===== src/rtl/tmds_channel_decoder.sv =====
`default_nettype none
// ============================================================================
//  Module      : tmds_channel_decoder
//  Description : One TMDS receive channel. Finds the 10-bit word boundary from
//                blanking-period control tokens, then decodes aligned words
//                into pixel bytes or control values with a data-enable flag.
//  Revision    : 1.0  initial release
// ============================================================================
module tmds_channel_decoder #(
    parameter int SLIP_DWELL   = 1024,
    parameter int LOCK_TOKENS  = 16,
    parameter int LOSS_TIMEOUT = 2048
) (
    input  logic       clk,
    input  logic       rst,
    input  logic [9:0] tmds_in,
    output logic [7:0] pix_data,
    output logic [1:0] ctrl,
    output logic       de,
    output logic       locked,
    output logic [3:0] bit_offset
);

    localparam int DW = (SLIP_DWELL   > 1) ? $clog2(SLIP_DWELL)   : 1;
    localparam int TW = (LOCK_TOKENS  > 1) ? $clog2(LOCK_TOKENS)  : 1;
    localparam int LW = (LOSS_TIMEOUT > 1) ? $clog2(LOSS_TIMEOUT) : 1;

    localparam logic [DW-1:0] DWELL_LAST = DW'(SLIP_DWELL - 1);
    localparam logic [TW-1:0] TOK_LAST   = TW'(LOCK_TOKENS - 1);
    localparam logic [LW-1:0] LOSS_LAST  = LW'(LOSS_TIMEOUT - 1);

    localparam logic [1:0] ST_SEARCH = 2'd0;
    localparam logic [1:0] ST_VERIFY = 2'd1;
    localparam logic [1:0] ST_LOCKED = 2'd2;

    logic [9:0]    raw_q, word_q, window_w;
    logic [19:0]   cat_w;
    logic [1:0]    state_q, state_d;
    logic [DW-1:0] dwell_q, dwell_d;
    logic [TW-1:0] tok_q, tok_d;
    logic [LW-1:0] loss_q, loss_d;
    logic [3:0]    offset_q, offset_d;
    logic [7:0]    pix_q, pix_d;
    logic [1:0]    ctrl_q, ctrl_d;
    logic          de_q, de_d;
    logic          locked_q, locked_d;
    logic          tok_hit_w;
    logic [1:0]    tok_val_w;
    logic [7:0]    d_w, dec_w;

    // Older word occupies the low half, so offset k starts k bits into the stream.
    assign cat_w = {tmds_in, raw_q};

    always_comb begin
        window_w = raw_q;
        case (offset_q)
            4'd1:    window_w = cat_w[10:1];
            4'd2:    window_w = cat_w[11:2];
            4'd3:    window_w = cat_w[12:3];
            4'd4:    window_w = cat_w[13:4];
            4'd5:    window_w = cat_w[14:5];
            4'd6:    window_w = cat_w[15:6];
            4'd7:    window_w = cat_w[16:7];
            4'd8:    window_w = cat_w[17:8];
            4'd9:    window_w = cat_w[18:9];
            default: window_w = raw_q;
        endcase
    end

    always_comb begin
        tok_hit_w = 1'b1;
        tok_val_w = 2'b00;
        case (word_q)
            10'b1101010100: tok_val_w = 2'b00;
            10'b0010101011: tok_val_w = 2'b01;
            10'b0101010100: tok_val_w = 2'b10;
            10'b1010101011: tok_val_w = 2'b11;
            default:        tok_hit_w = 1'b0;
        endcase
    end

    always_comb begin
        d_w      = word_q[9] ? ~word_q[7:0] : word_q[7:0];
        dec_w    = 8'h00;
        dec_w[0] = d_w[0];
        for (int i = 1; i < 8; i++) begin
            dec_w[i] = word_q[8] ? (d_w[i] ^ d_w[i-1]) : ~(d_w[i] ^ d_w[i-1]);
        end
    end

    always_comb begin
        state_d  = state_q;
        dwell_d  = dwell_q;
        tok_d    = tok_q;
        loss_d   = loss_q;
        offset_d = offset_q;
        case (state_q)
            ST_SEARCH: begin
                if (tok_hit_w) begin
                    state_d = ST_VERIFY;
                    tok_d   = TW'(1);
                end else if (dwell_q == DWELL_LAST) begin
                    dwell_d  = '0;
                    offset_d = (offset_q == 4'd9) ? 4'd0 : offset_q + 4'd1;
                end else begin
                    dwell_d = dwell_q + DW'(1);
                end
            end
            ST_VERIFY: begin
                if (tok_hit_w) begin
                    if (tok_q == TOK_LAST) begin
                        state_d = ST_LOCKED;
                        loss_d  = '0;
                    end else begin
                        tok_d = tok_q + TW'(1);
                    end
                end else begin
                    // A broken token run retries at the same offset rather than slipping.
                    state_d = ST_SEARCH;
                    dwell_d = '0;
                end
            end
            ST_LOCKED: begin
                if (tok_hit_w) begin
                    loss_d = '0;
                end else if (loss_q == LOSS_LAST) begin
                    state_d = ST_SEARCH;
                    dwell_d = '0;
                end else begin
                    loss_d = loss_q + LW'(1);
                end
            end
            default: state_d = ST_SEARCH;
        endcase
    end

    always_comb begin
        locked_d = (state_d == ST_LOCKED);
        de_d     = 1'b0;
        pix_d    = 8'h00;
        ctrl_d   = 2'b00;
        if (locked_d) begin
            if (tok_hit_w) begin
                ctrl_d = tok_val_w;
            end else begin
                de_d   = 1'b1;
                pix_d  = dec_w;
                ctrl_d = ctrl_q;
            end
        end
    end

    always_ff @(posedge clk) begin
        if (!rst) begin
            raw_q    <= '0;
            word_q   <= '0;
            state_q  <= ST_SEARCH;
            dwell_q  <= '0;
            tok_q    <= '0;
            loss_q   <= '0;
            offset_q <= '0;
            pix_q    <= '0;
            ctrl_q   <= '0;
            de_q     <= 1'b0;
            locked_q <= 1'b0;
        end else begin
            raw_q    <= tmds_in;
            word_q   <= window_w;
            state_q  <= state_d;
            dwell_q  <= dwell_d;
            tok_q    <= tok_d;
            loss_q   <= loss_d;
            offset_q <= offset_d;
            pix_q    <= pix_d;
            ctrl_q   <= ctrl_d;
            de_q     <= de_d;
            locked_q <= locked_d;
        end
    end

    assign pix_data   = pix_q;
    assign ctrl       = ctrl_q;
    assign de         = de_q;
    assign locked     = locked_q;
    assign bit_offset = offset_q;

endmodule
`default_nettype wire


===== config.mk =====
export PLATFORM = sky130hd
export DESIGN_NAME = tmds_channel_decoder
export DESIGN_NICKNAME = d
export VERILOG_FILES = /design/src/rtl/tmds_channel_decoder.sv
export SDC_FILE = /design/constraint.sdc
export NUM_CORES = 1
export LEC_CHECK = 0
export BUFFER_PORTS_ARGS = -buffer_cell sky130_fd_sc_hd__buf_2
export CAP_MARGIN = 20
export CORE_MARGIN = 3
export CORE_UTILIZATION = 60
export CTS_CLUSTER_DIAMETER = 30
export CTS_CLUSTER_SIZE = 10
export DETAILED_ROUTE_END_ITERATION = 10
export PLACE_DENSITY = 0.86
export SYNTH_ARGS = -nofsm -noshare
export SYNTH_HDL_FRONTEND = slang
export SYNTH_SLANG_ARGS = --single-unit

===== constraint.sdc =====
create_clock -name clk -period 4.7 [get_ports clk]
set_input_delay 1.175 -clock clk [delete_from_list [all_inputs] [get_ports clk]]
set_output_delay 1.175 -clock clk [all_outputs]
set_load 0.005 [all_outputs]

* Word level (Yosys, flattened, before mapping) *
Index checks and enable logic that the tools add are counted.

storage, ports and cells
  bits in registers = 63
  output and inout bits = 16
  logic and storage cells = 106

operators by class
  add/sub/neg operators = 4
  equal/unequal tests = 28
  mux-type cells = 34
  bitwise logic cells = 18
  reductions and logical operators = 11

operator list
  cell                     number
  $pmux W10 S9             1
  $mux W10                 5
  $mux W11                 4
  $eq A10 B10 Y1 const B   3
  $pmux W10 S3             1
  $pmux W11 S2             1
  $eq A4 B3 Y1 const B     4
  $mux W4                  4
  $ne A2 B2 Y1 const B     8
  $eq A4 B4 Y1 const B     3
  $pmux W2 S3              2
  $add A11 B1 Y11 const B  1
  $eq A11 B11 Y1 const B   1
  $add A10 B1 Y10 const B  1
  $eq A10 B8 Y1 const B    1
  $eq A10 B9 Y1 const B    1
  $mux W2                  5
  $not A1 Y1               10
  $mux W1                  9
  $add A4 B1 Y4 const B    2
  $eq A4 B2 Y1 const B     2
  $mux W8                  1
  $not A8 Y8               1
  $pmux W4 S2              1
  14 further kinds         23

* Logic depth before layout (Yosys ltp) *
  depth in word-level cells = 8
  gate-level depth with buffers = 10
  depth with buffers taken out = 9

* Least setup slack after synthesis *
OpenSTA, ideal clock, no wires.

  path kind = input-to-reg
  start = in tmds_in[6]
  end = reg word_q[9]
  library setup time = 118 ps
  arrival = 2,136 ps
  data required time = 4,582 ps
  slack = 2,446 ps
  cell stages on the path = 5
  buffers on the path = 0
  cells stage by stage = mux2_2 > a32o_1 > nor3_1 > o211ai_1 > o2111a_1

between the ends
  word-level cells in the longest chain between the ends = 1

ends and longest elaborated chain
  what                    RTL line  RTL
  start: declaration      16        input logic [9:0] tmds_in,
  $pmux W10 S9            56        case (offset_q)
  end signal: assignment  168       word_q <= window_w;
  end: declaration        36        logic [9:0] raw_q, word_q, window_w;

No other way between the ends.
A chain may end at the register's enable or synchronous reset.

* Worst setup path after layout *
  start = reg offset_q[0] (netlist: bit_offset[0])
  end = out bit_offset[0]

RTL lines
  what                      RTL line  RTL
  start: declaration        42        logic [3:0] offset_q, offset_d;
  start signal: assignment  173       offset_q <= offset_d;
  end: declaration          21        output logic [3:0] bit_offset

No word-level cell between the ends.

==> flow_summary.ini <==
[outcome]
status = finished, final reports clean

[pwr]
p_per_area_nw_per_um2 = 290.8
peakVddDrop_uv = 192.4
p_total_mw = 1.146
power_leakage_nw = 1.601

[yosys]
synth_top_flop_cell = dfxtp_1
syn_inst = 436
synth_top_area_share_pct = 35.42
synth.top_cells.by_count = 63 x dfxtp_1, 45 x nor2_1, 32 x nand2_1
synth.area.top_cells = dfxtp_1 35%, ha_1 5.3%, nor2_1 4.7%
netlist_area_um2 = 3561
synth-edff-count = 0
synth-seq-area-share_pct = 35.42
yosysWarnings = 0
synth_area_leader_cell = dfxtp_1
yosysUniqueCellTypes = 54
synth_async_sr_flop_share_pct = 0
syn_nets = 463
ys_seq_elements = 63
synth_most_common_cell = dfxtp_1
avgSynthCellArea_um2 = 8.167

[placement]
portBuffers = 27
dp_hpwl_um = 5710
dp_slack_ps = 1769
place.gp.congestion = 0.9499

[layout]
num_antenna_cells = 0
final_util_pct = 69.86
n_fill_cell = 444
drive_above_1_share_pct = 13.07
final_nets = 481
area_growth_pct = 10.68

[detailed_routing]
drt-pass1-iter-count = 5
vias = 3325
ant_nets = 0
wire_per_inst_um = 15.58
vias_per_cell = 6.262
drcViolationCount = 0
wl_um = 8274
drt_iter0_drc = 225

[sta]
fin_crit_ps = 2774
rsz0062_at_grt = no
whs_ps = 492.4
setup_tns_ps = 0
timing.fmax_mhz = 360.5
worst_slack_ps = 1926
slew_headroom_pct = 30.97
slew_violations = 0
hold_violations = 0
finalSetupViolCount = 0
worst_pin_slew_ps = 1034
skew_ps = 9.064
fin_crit_sh_pct = 59.02

[grt]
grt_max_degree = 33
grt_pass1_vias = 3115
grt_remaining_overflow = 0
antenna_found_initial = 0
track_usage_pct = 24.36
grt_pass1_wl_um = 14080

[clocking]
cts_resized = 0
cts.clk_slew.worst_paths_ps = 70
insertion_delay_ps = 340
cts_tree = built
clockRootBuffer = clkbuf_8
cts_buffers = 9
cts.sinks = 63
cts_setup_buffers = 0
hold_buffers = 0
htree_levels = 3
cts.path.max_buffers = 2

[hold_path]
hp-class = flip-flop to flip-flop

[flow_run]
drv_cap = 0

[critical_path]
crit_arrival_ps = 1600
cpPeakStageDelay_ps = 1000
cp_slowest_cell = dfxtp_1
crit_buf_inv = 1
path_max_fanout = 29
crit_chain = buf_2
start_kind = flip-flop
worst_path_dominant_cell_family = flip-flops
path_class = flip-flop to primary output
crit_required_ps = 3520
worstSetupEndpointType = primary output

[floorplanning]
initial_core_util_pct = 63.12
die_x_um = 83.04
rows = 27
io_pins = 28
die_area_um2 = 6896
coreArea_um2 = 5642
die_h_um = 83.04
[power by group]
part           switching [mW]  internal (mW)
sequential             0.0132          0.544
combinational          0.0318         0.0242
clock                   0.217          0.315
total                   0.262          0.884
[metrics by stage]
| step | area (um^2) | instances |
|---|---|---|
| after floorplan | 3561 | 436 |
| after global placement | 3710 | 515 |
| after detailed placement | 3710 | 515 |
| after CTS | 3941 | 531 |
| after global routing | 3941 | 531 |
| final | 3941 | 531 |
[logic make-up after synthesis]
logic type | count (synthesis) | share of synthesized area (%)
xor+xnor | 28 | 6.887
mux | 16 | 4.708
flops | 63 | 35.42
buf+inv | 45 | 5.200
simple gates | 158 | 21.82
fa+ha+maj | 15 | 5.271
compound gates | 111 | 20.70
[layout by cell type (no fill, tap or decap), types with 4 or more instances in the layout]
cell type | synthesis | routed
nor2b_1 | 7 | 7
nand4_1 | 12 | 12
nor3_1 | 13 | 13
xor2_1 | 12 | 12
nand3_1 | 14 | 14
mux2_2 | 6 | 6
nor2_1 | 45 | 45
and3_1 | 7 | 7
nand2_1 | 32 | 32
a21o_1 | 4 | 4
o22ai_1 | 6 | 6
a21oi_1 | 30 | 30
buf_2 | 1 | 27
nand2b_1 | 4 | 4
ha_1 | 15 | 15
o21ai_0 | 24 | 24
and2_1 | 11 | 11
inv_1 | 20 | 20
mux2i_1 | 10 | 10
dfxtp_1 | 63 | 63
a22oi_1 | 7 | 7
a221oi_1 | 4 | 4
xnor2_1 | 16 | 16
clkbuf_8 | 0 | 10
a31oi_1 | 6 | 6
buf_4 | 0 | 4
[cell type report]
cell class / count / area, um^2 / share of cell area, %
Multi-Input combinational cell: 328 / 2115 / 53.65
Sequential cell: 63 / 1261 / 32.00
Clock inverter: 6 / 93.84 / 2.381
Timing Repair Buffer: 31 / 165.2 / 4.190
Clock buffer: 10 / 137.6 / 3.492
Tap cell: 72 / 90.09 / 2.286
Inverter: 21 / 78.83 / 2.000
[sequential cells by signal (all words and copies together) (netlist names)]
signal,count
bit_offset,4
ctrl,2
de,1
dwell_q,10
locked,1
loss_q,11
pix_data,8
raw_q,10
state_q,2
tok_q,4
word_q,10
[metal layers]
layer / global-route usage, % / wire [um]
met1: 30.80 / 3553
met2: 38.56 / 3852
met3: 7.044 / 727
met4: 10.55 / 140
met5: 0 / 0
[final timing paths]
path         cells past startpoint  slack (ps)     startpoint             to
max reg2reg                      7        2220      loss_q[0]     dwell_q[3]
max                              1        1930  bit_offset[0]  bit_offset[0]
min                              2         490     dwell_q[1]     dwell_q[1]
min reg2reg                      2         490     dwell_q[1]     dwell_q[1]
(Power assumes the default switching activity.)
